**config.mk**
```make
export PLATFORM = sky130hd
export DESIGN_NAME = axi4_wr_aux_pipelined
export DESIGN_NICKNAME = d
export VERILOG_FILES = /design/src/rtl/axi4_wr_aux_pipelined.sv
export SDC_FILE = /design/constraint.sdc
export NUM_CORES = 1
export LEC_CHECK = 0
export CAP_MARGIN = 10
export CORE_ASPECT_RATIO = 1.5
export CORE_MARGIN = 2
export CORE_UTILIZATION = 49
export CTS_CLUSTER_DIAMETER = 100
export DETAILED_ROUTE_END_ITERATION = 7
export GPL_ROUTABILITY_DRIVEN = 0
export PLACE_DENSITY = 0.89
export SLEW_MARGIN = 20
export SYNTH_ARGS = -nofsm -noshare
export SYNTH_HDL_FRONTEND = slang
export SYNTH_SLANG_ARGS = --single-unit
export TNS_END_PERCENT = 5
```
**constraint.sdc**
```tcl
create_clock -name clock -period 2.86 [get_ports clock]
set_input_delay 0.572 -clock clock [delete_from_list [all_inputs] [get_ports clock]]
set_output_delay 0.572 -clock clock [all_outputs]
set_load 0.01 [all_outputs]
```
**src/rtl/axi4_wr_aux_pipelined.sv**
```systemverilog
// Pipelined AXI4 write-address / W-burst framing controller with a burst-length queue.
// Optional AXI4_WR_RESP_TRACK_EN adds B-channel tracking, an outstanding-burst limit and sticky slverr.
module axi4_wr_aux_pipelined #(
  parameter int unsigned IDSIZE  = 4,
  parameter int unsigned ASIZE   = 32,
  parameter int unsigned LSIZE   = 8,
  parameter int unsigned DEPTH   = 4,
  parameter int unsigned MAX_OUT = 8
) (
  input  logic                            clock,
  input  logic                            rst,
  input  logic [IDSIZE+ASIZE+LSIZE-1:0]   cmd_tdata,
  input  logic                            cmd_tvalid,
  output logic                            cmd_tready,
  output logic [IDSIZE-1:0]               axi_awid,
  output logic [ASIZE-1:0]                axi_awaddr,
  output logic [LSIZE-1:0]                axi_awlen,
  output logic                            axi_awvalid,
  input  logic                            axi_awready,
  input  logic                            in_wvalid,
  output logic                            in_wready,
  output logic                            axi_wvalid,
  input  logic                            axi_wready,
  output logic                            axi_wlast,
  output logic                            stream_en,
`ifdef AXI4_WR_RESP_TRACK_EN
  input  logic                            axi_bvalid,
  input  logic [1:0]                      axi_bresp,
  output logic                            axi_bready,
  output logic                            slverr,
  output logic [$clog2(MAX_OUT+1)-1:0]    outstanding,
`endif
  output logic                            dbg_w_state
);

  localparam int unsigned PW = $clog2(DEPTH);
  localparam int unsigned CW = $clog2(DEPTH + 1);

  if (DEPTH < 2 || (DEPTH & (DEPTH - 1)) != 0 || MAX_OUT < 1) begin : g_bad_param
    $error("axi4_wr_aux_pipelined: DEPTH must be a power of 2 >= 2 and MAX_OUT >= 1");
  end

  // Handshakes: a transfer happens on a cycle where valid & ready are both high;
  // valid never depends on ready, and a held valid keeps its payload stable.
  typedef enum logic {W_IDLE = 1'b0, W_BURST = 1'b1} w_state_t;

  logic [IDSIZE-1:0] w_cmd_id;
  logic [ASIZE-1:0]  w_cmd_addr;
  logic [LSIZE-1:0]  w_cmd_len;
  logic              w_cmd_fire;
  logic              w_aw_fire;
  logic              w_aw_free;
  logic              w_out_room;

  logic [IDSIZE-1:0] r_awid;
  logic [ASIZE-1:0]  r_awaddr;
  logic [LSIZE-1:0]  r_awlen;
  logic              r_awvalid;

  logic [LSIZE-1:0]  r_q_mem [DEPTH];
  logic [PW-1:0]     r_wptr;
  logic [PW-1:0]     r_rptr;
  logic [CW-1:0]     r_qcnt;
  logic              w_q_empty;
  logic              w_q_full;
  logic              w_push;
  logic              w_pop;
  logic              w_bypass;

  w_state_t          r_state;
  w_state_t          w_state_nxt;
  logic [LSIZE-1:0]  r_cur_len;
  logic [LSIZE-1:0]  w_len_nxt;
  logic [LSIZE-1:0]  r_beat_cnt;
  logic [LSIZE-1:0]  w_beat_nxt;
  logic              w_last_beat;
  logic              w_w_fire;
  logic              w_take;

  assign w_cmd_len  = cmd_tdata[LSIZE-1:0];
  assign w_cmd_addr = cmd_tdata[LSIZE +: ASIZE];
  assign w_cmd_id   = cmd_tdata[LSIZE+ASIZE +: IDSIZE];

  assign w_aw_fire  = r_awvalid & axi_awready;
  assign w_aw_free  = !r_awvalid | axi_awready;
  assign w_q_empty  = (r_qcnt == '0);
  assign w_q_full   = (r_qcnt == CW'(DEPTH));
  assign cmd_tready = !rst & w_aw_free & !w_q_full & w_out_room;
  assign w_cmd_fire = cmd_tvalid & cmd_tready;

  assign axi_awid    = r_awid;
  assign axi_awaddr  = r_awaddr;
  assign axi_awlen   = r_awlen;
  assign axi_awvalid = r_awvalid;

  always_ff @(posedge clock) begin
    if (rst) begin
      r_awvalid <= 1'b0;
      r_awid    <= '0;
      r_awaddr  <= '0;
      r_awlen   <= '0;
    end else if (w_cmd_fire) begin
      r_awvalid <= 1'b1;
      r_awid    <= w_cmd_id;
      r_awaddr  <= w_cmd_addr;
      r_awlen   <= w_cmd_len;
    end else if (w_aw_fire) begin
      r_awvalid <= 1'b0;
    end
  end

  // A burst boundary (idle, or last beat firing) takes the next length; when the
  // queue is empty a same-cycle command length is taken directly so W starts at N+1.
  assign stream_en   = (r_state == W_BURST);
  assign axi_wvalid  = stream_en & in_wvalid;
  assign in_wready   = stream_en & axi_wready;
  assign w_last_beat = (r_beat_cnt == r_cur_len);
  assign axi_wlast   = stream_en & w_last_beat;
  assign w_w_fire    = axi_wvalid & axi_wready;
  assign w_take      = (r_state == W_IDLE) | (w_w_fire & w_last_beat);
  assign w_pop       = w_take & !w_q_empty;
  assign w_bypass    = w_take & w_q_empty & w_cmd_fire;
  assign w_push      = w_cmd_fire & !w_bypass;
  assign dbg_w_state = r_state;

  always_ff @(posedge clock) begin
    if (w_push) begin
      r_q_mem[r_wptr] <= w_cmd_len;
    end
  end

  always_ff @(posedge clock) begin
    if (rst) begin
      r_wptr <= '0;
      r_rptr <= '0;
      r_qcnt <= '0;
    end else begin
      if (w_push) r_wptr <= r_wptr + PW'(1);
      if (w_pop)  r_rptr <= r_rptr + PW'(1);
      case ({w_push, w_pop})
        2'b10:   r_qcnt <= r_qcnt + CW'(1);
        2'b01:   r_qcnt <= r_qcnt - CW'(1);
        default: r_qcnt <= r_qcnt;
      endcase
    end
  end

  always_comb begin
    w_state_nxt = r_state;
    w_len_nxt   = r_cur_len;
    w_beat_nxt  = r_beat_cnt;
    if (w_take) begin
      w_beat_nxt = '0;
      if (w_pop) begin
        w_state_nxt = W_BURST;
        w_len_nxt   = r_q_mem[r_rptr];
      end else if (w_bypass) begin
        w_state_nxt = W_BURST;
        w_len_nxt   = w_cmd_len;
      end else begin
        w_state_nxt = W_IDLE;
      end
    end else if (w_w_fire) begin
      w_beat_nxt = r_beat_cnt + LSIZE'(1);
    end
  end

  always_ff @(posedge clock) begin
    if (rst) begin
      r_state    <= W_IDLE;
      r_cur_len  <= '0;
      r_beat_cnt <= '0;
    end else begin
      r_state    <= w_state_nxt;
      r_cur_len  <= w_len_nxt;
      r_beat_cnt <= w_beat_nxt;
    end
  end

`ifdef AXI4_WR_RESP_TRACK_EN
  localparam int unsigned OW = $clog2(MAX_OUT + 1);

  logic [OW-1:0] r_outstanding;
  logic          r_slverr;
  logic          w_b_fire;

  assign axi_bready  = !rst;
  assign w_b_fire    = axi_bvalid & axi_bready;
  assign outstanding = r_outstanding;
  assign slverr      = r_slverr;
  // A pending AW is already committed to become outstanding, so count it here;
  // otherwise back-to-back accepts could overshoot MAX_OUT by one.
  assign w_out_room  = (({1'b0, r_outstanding} + (OW+1)'(r_awvalid)) < (OW+1)'(MAX_OUT));

  always_ff @(posedge clock) begin
    if (rst) begin
      r_outstanding <= '0;
      r_slverr      <= 1'b0;
    end else begin
      if (w_aw_fire && !w_b_fire) begin
        r_outstanding <= r_outstanding + OW'(1);
      end else if (!w_aw_fire && w_b_fire && r_outstanding != '0) begin
        r_outstanding <= r_outstanding - OW'(1);
      end
      if (w_b_fire && axi_bresp[1]) r_slverr <= 1'b1;
    end
  end
`else
  assign w_out_room = 1'b1;
`endif

endmodule

```
* Word-level counts from Yosys, hierarchy flattened *
Memory sizes are Yosys's and may differ from the RTL's. A register that Yosys moved wholly into a read port is not among the register bits.
Cells that the tools add are included.

word-level totals
  memory bits (writable) = 32
  word-level logic and storage cells = 58
  memories kept = 1
  register bits = 69
  output and inout port bits = 51

memories
  name     depth  width  rd ports  clocked after Yosys merged registers in  wr ports  line  RTL
  r_q_mem  4      8      1         1                                        1         60    logic [LSIZE-1:0] r_q_mem [DEPTH];

cells by class
  $add $sub $neg = 5
  bitwise gates (word level) = 16
  eq/ne operators = 4
  muxes and demuxes = 11
  reductions and logical operators = 11

operators by type and width
  cell                 number
  $mux 8               2
  $and 1x1->1          13
  $add 8x1->8 const B  1
  $eq 8x8->1           1
  $mux 1               6
  $pmux 3 s2           1
  $reduce_bool 2->1    3
  $logic_not 1->1      5
  $add 2x1->2 const B  2
  $mux 2               2
  $add 3x1->3 const B  1
  $eq 3x3->1 const B   1
  $logic_not 3->1      1
  $sub 3x1->3 const B  1
  $eq 2x1->1 const B   1
  $eq 2x2->1 const B   1
  $or 1x1->1           2
  $reduce_and 2->1     1
  $reduce_or 2->1      1
  $not 1->1            1

* Logic depth before layout (Yosys ltp) *
Gate-level depths: netlist of run 1.

  word-level depth = 10
  depth in mapped cells = 12

* Worst setup path before layout of run 1 *
Ideal clock, no wire load.

  path type = reg2reg
  from = register r_state, in the netlist dbg_w_state
  to = register r_qcnt[2]
  stages on the path, launching flop included = 12
  arrival = 2.519 ns
  clock period less this slack = 2.590 ns
  path slack = 0.270 ns
  data required time = 2.790 ns
  path through = dfxtp_1 > buf_2 > nand3_1 > nor4_1 > nor2_1 > inv_1 > ha_1 > inv_1 > fa_1 > xor2_1 > or3_1 > a21oi_1

between the ends
  longest elaborated chain between the ends = 10
  elaborated cells between the ends (all ways) = 14

RTL lines
  element                                          line  RTL
  start, declared                                  70    w_state_t r_state;
  start signal, assigned                           174   r_state <= w_state_nxt;
  $and 1x1->1                                      115   assign axi_wvalid = stream_en & in_wvalid;
  $and 1x1->1                                      119   assign w_w_fire = axi_wvalid & axi_wready;
  $and 1x1->1                                      120   assign w_take = (r_state == W_IDLE) | (w_w_fire & w_last_beat);
  $or 1x1->1 *                                     120
  $and 1x1->1 (2 in a row)                         122   assign w_bypass = w_take & w_q_empty & w_cmd_fire;
  $logic_not 1->1                                  123   assign w_push = w_cmd_fire & !w_bypass;
  $and 1x1->1                                      123
  $eq 2x1->1 or $eq 2x2->1 (tied branches)         140   case ({w_push, w_pop})
  $pmux 3 s2 or $reduce_bool 2->1 (tied branches)  -
  end signal, assigned                             141   2'b10: r_qcnt <= r_qcnt + CW'(1);
  end signal, assigned                             142   2'b01: r_qcnt <= r_qcnt - CW'(1);
  end signal, assigned                             143   default: r_qcnt <= r_qcnt;
  end, declared                                    63    logic [CW-1:0] r_qcnt;

Mark *: on every way between the ends. The rest lies on a longest branch, timed or not.
A chain may end at the register's enable or synchronous reset.

* Worst setup path after layout of run 1 *
  from = register r_qcnt[2]
  to = register r_qcnt[2]

between the ends
  longest elaborated chain between the ends = 9
  elaborated cells between the ends (all ways) = 17

RTL lines
  element                                          line  RTL
  $eq 3x3->1                                       87    assign w_q_full = (r_qcnt == CW'(DEPTH));
  $logic_not 1->1                                  88    assign cmd_tready = !rst & w_aw_free & !w_q_full & w_out_room;
  $and 1x1->1                                      88
  $and 1x1->1                                      89    assign w_cmd_fire = cmd_tvalid & cmd_tready;
  $and 1x1->1                                      122
  $logic_not 1->1                                  123
  $and 1x1->1                                      123
  $eq 2x1->1 or $eq 2x2->1 (tied branches)         140
  $pmux 3 s2 or $reduce_bool 2->1 (tied branches)  -

Several ways; a longest one is shown, not always the timed one.

==> results of run 1 <==
==> routing by layer <==
metal	part of all wire	vias to the layer above
met5	0	-
met1	0.39	1565
met3	0.039	17
met4	0.024	0
li1	-	1592
met2	0.54	90
==> repair_timing <==
action                                 4_1_cts  5_1_grt
endpoints found under the hold margin        0        0
resized for setup                            0        1
hold buffers                                 0        0
setup endpoints to repair                    0        1
==> power breakdown <==
part	internal (uW)	switching (uW)	leakage, uW
combinational	620	695	0.000912
sequential	1670	115	0.000869
clock	586	517	0.000126
==> flip-flops by register name, summed over array words and instances (netlist names), named ones only <==
register,count
axi_awaddr,32
r_q_mem,32
axi_awlen,8
r_beat_cnt,8
r_cur_len,8
axi_awid,4
r_qcnt,3
r_rptr,2
r_wptr,2
axi_awvalid,1
dbg_w_state,1
==> worst register-to-register path, stage by stage (launching register included) <==
cell and delay (ps):
dfxtp_1 340, or3_1 420, buf_4 200, o21ai_0 240
nor2_1 100, inv_1 80, ha_1 180, inv_1 60
fa_1 370, xor2_1 160, or3_1 310, a21oi_1 160
==> logic make-up (layout without fill, tap and decap cells) <==
group	after synthesis	in the layout
compound gates	89	89
xor+xnor	16	16
fa+ha+maj	7	7
buf+inv	32	140
flops	103	103
mux	9	9
simple gates	145	145
==> layout make-up <==
| class | instances | share of cell area |
|---|---|---|
| Clock buffer | 10 | 0.0414 |
| Clock inverter | 6 | 0.00678 |
| Inverter | 8 | 0.00542 |
| Multi-Input combinational cell | 266 | 0.290 |
| Sequential cell | 103 | 0.430 |
| Tap cell | 107 | 0.0242 |
| Timing Repair Buffer | 116 | 0.202 |
==> worst max path at each step <==
stage | from | end | slack, ps
6_report | r_qcnt[2]$_SDFFE_PP0P_ | r_qcnt[2]$_SDFFE_PP0P_ | 170
5_1_grt | r_beat_cnt[0]$_SDFFE_PP0P_ | r_qcnt[2]$_SDFFE_PP0P_ | 7
4_1_cts | r_beat_cnt[0]$_SDFFE_PP0P_ | r_qcnt[2]$_SDFFE_PP0P_ | 120
3_5_place_dp | in_wvalid | r_qcnt[2]$_SDFFE_PP0P_ | -170
3_3_place_gp | in_wvalid | r_qcnt[2]$_SDFFE_PP0P_ | 30
2_1_floorplan | dbg_w_state$_SDFFE_PP0P_ | r_qcnt[2]$_SDFFE_PP0P_ | 270
==> layout by cell type (no fill, tap or decap), types with 3 or more instances in the layout <==
cell | netlist | final
clkdlybuf4s50_1 | 0 | 99
nand2_1 | 93 | 93
dfxtp_1 | 71 | 71
a21oi_1 | 63 | 63
edfxtp_1 | 32 | 32
buf_4 | 1 | 16
o21ai_0 | 13 | 13
nor2_1 | 13 | 13
or3_1 | 12 | 12
xnor2_1 | 10 | 10
clkbuf_16 | 0 | 9
inv_1 | 8 | 8
mux4_2 | 8 | 8
and2_1 | 6 | 6
a211oi_1 | 6 | 6
ha_1 | 6 | 6
and3_1 | 4 | 4
xor2_1 | 4 | 4
nand3_1 | 3 | 3
nor3_1 | 3 | 3
==> stage by stage <==
step / utilization / cells / setup TNS [ps]
after global routing: 0.666 / 616 / 0
final: 0.666 / 616 / 0
after floorplan: - / 401 / 0
after detailed placement: 0.633 / 600 / -166
after global placement: 0.633 / 600 / 0
after CTS: 0.665 / 616 / 0
==> flow_summary.ini, run 1 <==
[outcome]
status = finished clean

[finish]
final_net_count = 561
design_area_sq_um = 5540
seq_area_sq_um = 2380
multi_input_area_sq_um = 1610
syn_to_final_growth_pct = 34.2
drive_gt1_frac = 0.0943
nFillCells = 631
antenna_cells = 0

[synth]
mappedNetlistArea_sq_um = 4120
synth_nets = 458
synth_compound_area_frac = 0.122
synthFlopType = dfxtp_1
synthTopCellsByArea = dfxtp_1 34%, edfxtp_1 23%, nand2_1 8.5%, a21oi_1 7.6%, mux4_2 4.4%
post_synth_mux_area_share = 0.0464
synth_top_family_by_area = simple AND/OR/NAND/NOR gates
avgSynthCellArea_sq_um = 10.3
synth-simple-area-share = 0.159
ys_ff_latch = 103
synthCells = 401
yosys.area.top_type = dfxtp_1
yosysWarnings = 0
synth_cell_types = 40
synthAdderAreaFrac = 0.0231
synth_top_area_share = 0.345
synth.most_common_cell = nand2_1
synth_xor_area_frac = 0.0376
ys_seq_area_frac = 0.578
synth_commonest_cells = 93 x nand2_1, 71 x dfxtp_1, 63 x a21oi_1
synth_edf_count = 32
synthArstFlopShare = 0

[grt]
grtUsageMet2 = 0.361
top_usage_layer = met2
grt_max_degree = 64
grt_util_met3 = 0.0402
track_usage = 0.208
antenna_found_initial = 0
overflow = 0
grt_pass1_wl_microns = 15000
grt_pass1_vias = 3216
grt_util_met1 = 0.246

[detailed_routing]
ant_nets = 0
via_per_inst = 5.30
firstDrtPassIters = 4
routed_wl_microns = 9370
wl_per_cell_microns = 15.2
first_iter_violations = 208
drc = 0
num_vias = 3264

[setup_path]
cp_slowest_cell = or3_1
reg2reg_to = r_qcnt[2]$_SDFFE_PP0P_
critical_path_class = reg2reg
path_buf_inv = 3
cp.arrival_ps = 2960
cp.depth = 11
crit_chain = or3_1 -> buf_4 -> o21ai_0 -> nor2_1 -> inv_1 -> ha_1 -> inv_1 -> fa_1 -> xor2_1 -> or3_1 -> a21oi_1
critPathTopFamily = simple AND/OR/NAND/NOR gates
cp_slowest_stage_delay_ps = 420
rr_worst_depth = 11
crit_fanout = 12
timing.rr.start = r_qcnt[2]$_SDFFE_PP0P_
required_ps = 3130
cp-end-kind = register
cp-start-kind = register
reg2reg_slack_ps = 170

[power]
ir_drop_uv = 425
p_per_area_nw_per_um2 = 759
p_total_uw = 4200
leakage_uw = 0.00191

[cts]
path_clk_slew_ps = 70
clock-root-buffer = clkbuf_16
cts_made_buffers = 9
clk_latency_ps = 340
cts_buffer_depth = 2
htreeDepth = 3
cts_tree = done
cts_setup_buffers = 0
cts_sinks = 103

[floorplanning]
die_y_microns = 116
start_util = 0.496
fp-row-count = 41
core-area_sq_um = 8310
fp.dieW_microns = 78.9
ios = 101
die_area_sq_um = 9180

[timing]
fin_crit_sh = 0.942
finalMaxSlewViolations = 0
max_slew_margin = 0.555
setup_ws_ps = 166
setup_violations = 0
finalClockSkew_ps = 7.27
hold_viol = 0
rsz0062_at_grt = no
final.min_clock_period_ps = 2690
max_freq_ghz = 0.371
holdWs_ps = 455
tightest_slew_ps = 667

[placed_design]
portBuffers = 100
hpwlAfterDp_microns = 6710
dp_slack_ps = -166
place_area_sq_um = 5260

[worst_hold_path]
holdPathStages = 2
holdCritStartpoint = axi_awaddr[13]$_SDFFE_PP0P_
min_path_type = reg2reg
hold_end = axi_awaddr[13]$_SDFFE_PP0P_

[flow_run]
drv_cap = 0
Note: power is estimated with default switching activity, not from simulation.
==> run 2, diff against run 1 <==
--- a/config.mk
+++ b/config.mk
@@ -13,7 +13,7 @@
 export DETAILED_ROUTE_END_ITERATION = 7
 export GPL_ROUTABILITY_DRIVEN = 0
 export PLACE_DENSITY = 0.89
-export SLEW_MARGIN = 20
+export SLEW_MARGIN = 0
 export SYNTH_ARGS = -nofsm -noshare
 export SYNTH_HDL_FRONTEND = slang
 export SYNTH_SLANG_ARGS = --single-unit
==> results of run 2 <==
Same layout as run 1: the final DEF is identical, and so are final timing and power.
==> run 3, diff against run 2 <==
--- a/config.mk
+++ b/config.mk
@@ -8,11 +8,12 @@
 export CAP_MARGIN = 10
 export CORE_ASPECT_RATIO = 1.5
 export CORE_MARGIN = 2
-export CORE_UTILIZATION = 49
+export CORE_UTILIZATION = 62
 export CTS_CLUSTER_DIAMETER = 100
 export DETAILED_ROUTE_END_ITERATION = 7
+export DONT_BUFFER_PORTS = 1
 export GPL_ROUTABILITY_DRIVEN = 0
-export PLACE_DENSITY = 0.89
+export PLACE_DENSITY = 0.88
 export SLEW_MARGIN = 0
 export SYNTH_ARGS = -nofsm -noshare
 export SYNTH_HDL_FRONTEND = slang
==> run 3 against run 2 <==
  * Wire length decreased by 17%
  * Sequential cell count stayed put
  * Sequential power hardly changed
  * Total power decreased by 11%
  * Worst setup slack gained 23 ps
  * Cell count is 22% lower
  * Via count fell by 15%
  * Critical path type unchanged
  * Largest cell class unchanged
==> flow_summary.ini, run 3 (synthesized netlist as in run 1, its figures left out) <==
[finish]
layout_commonest_cell = nand2_1
finalNonFillerCells = 478
final_net_count = 454
syn_to_final_growth_pct = 6.95
layout_common_cells = 93 x nand2_1, 71 x dfxtp_1, 63 x a21oi_1
antenna_cells = 0
drive_gt1_frac = 0.102

[placed_design]
dpl.cell_count = 462
hpwlAfterDp_microns = 5490
dp_slack_ps = 157
portBuffers = 0

[setup_path]
rr_worst_depth = 10
critical_path_class = reg2reg
cp-start-kind = register
crit_fanout = 5
required_ps = 3160
cp.arrival_ps = 2970
cp-end-kind = register

[power]
leakage_uw = 0.00149
p_total_uw = 3750
p_per_area_nw_per_um2 = 851
ir_drop_uv = 478

[worst_hold_path]
min_path_type = in2reg
holdPathStages = 1

[floorplanning]
start_util = 0.636
fp-row-count = 36
die_y_microns = 104
die_area_sq_um = 7330
ios = 101
fp.dieW_microns = 70.6
core-area_sq_um = 6490

[detailed_routing]
routed_wl_microns = 7820
drc = 0
via_per_inst = 5.82
wl_per_cell_microns = 16.4
firstDrtPassIters = 4
ant_nets = 0
num_vias = 2780
first_iter_violations = 167

[cts]
cts_made_buffers = 9
clk_latency_ps = 360
cts_tree = done
cts_sinks = 103
cts_buffer_depth = 2
htreeDepth = 3
cts_setup_buffers = 0
path_clk_slew_ps = 90
clock-root-buffer = clkbuf_8
cts_hold_buffers = 0

[outcome]
status = finished clean

[timing]
finalMaxSlewViolations = 0
setup_ws_ps = 190
max_slew_margin = 0.634
finalClockSkew_ps = 9.15
tightest_slew_ps = 548
final.min_clock_period_ps = 2670
max_freq_ghz = 0.374
fin_crit_sh = 0.934
holdWs_ps = 272
setup_violations = 0
tns_ps = 0
hold_viol = 0

[grt]
grt_pass1_vias = 2851
track_usage = 0.223
grt_max_degree = 65
antenna_found_initial = 0
grt_pass1_wl_microns = 13000
overflow = 0

[flow_run]
drv_cap = 0
-- run 3: critical path, stage by stage (launching register included) --
cell     delay, ps
dfxtp_1        360
xnor2_1        210
nand4_2        250
o31a_1         420
nor2_1         130
ha_1           190
inv_1           60
fa_1           370
xor2_1         160
or3_1          320
a21oi_1        130
-- run 3: worst paths after layout --
kind                                                  start                     endpoint  slack (ps)
worst max-delay path             r_beat_cnt[1]$_SDFFE_PP0P_       r_qcnt[2]$_SDFFE_PP0P_         190
worst max register to register   r_beat_cnt[1]$_SDFFE_PP0P_       r_qcnt[2]$_SDFFE_PP0P_         190
worst min-delay path                                    rst  axi_awaddr[20]$_SDFFE_PP0P_         270
worst min register to register  axi_awaddr[20]$_SDFFE_PP0P_  axi_awaddr[20]$_SDFFE_PP0P_         500
-- run 3: final cells by class --
| class | instances | area [sq um] |
|---|---|---|
| Clock buffer | 14 | 205 |
| Fill cell | 497 | 2080 |
| Inverter | 8 | 30.0 |
| Timing Repair Buffer | 9 | 67.6 |
| Multi-Input combinational cell | 266 | 1620 |
| Sequential cell | 103 | 2380 |
| Clock inverter | 2 | 15.0 |
| Tap cell | 76 | 95.1 |
-- run 3: through the flow --
step	area [sq um]	utilization
after global placement	4180	0.644
after detailed placement	4180	0.644
after global routing	4410	0.680
after floorplan	4120	-
final	4410	0.680
after CTS	4400	0.678
-- run 3: routing by layer --
metal | global-route usage | wire length [microns] | up-vias
li1 | - | - | 1373
met1 | 0.268 | 3130 | 1289
met2 | 0.371 | 4010 | 102
met3 | 0.0533 | 493 | 16
met4 | 0.108 | 179 | 0
met5 | 0 | 0 | -
-- run 3: power by group --
| group | leakage (uW) | switching, uW | internal (uW) | total (uW) |
|---|---|---|---|---|
| clock network | 0.000114 | 465 | 475 | 940 |
| logic | 0.000510 | 595 | 411 | 1010 |
| registers | 0.000869 | 143 | 1670 | 1810 |
| total | 0.00149 | 1200 | 2550 | 3750 |
-- run 3: repair_timing --
action	in CTS	in global routing
gates resized for setup	0	3
endpoints found under the setup margin	0	1
hold endpoints to repair	0	0
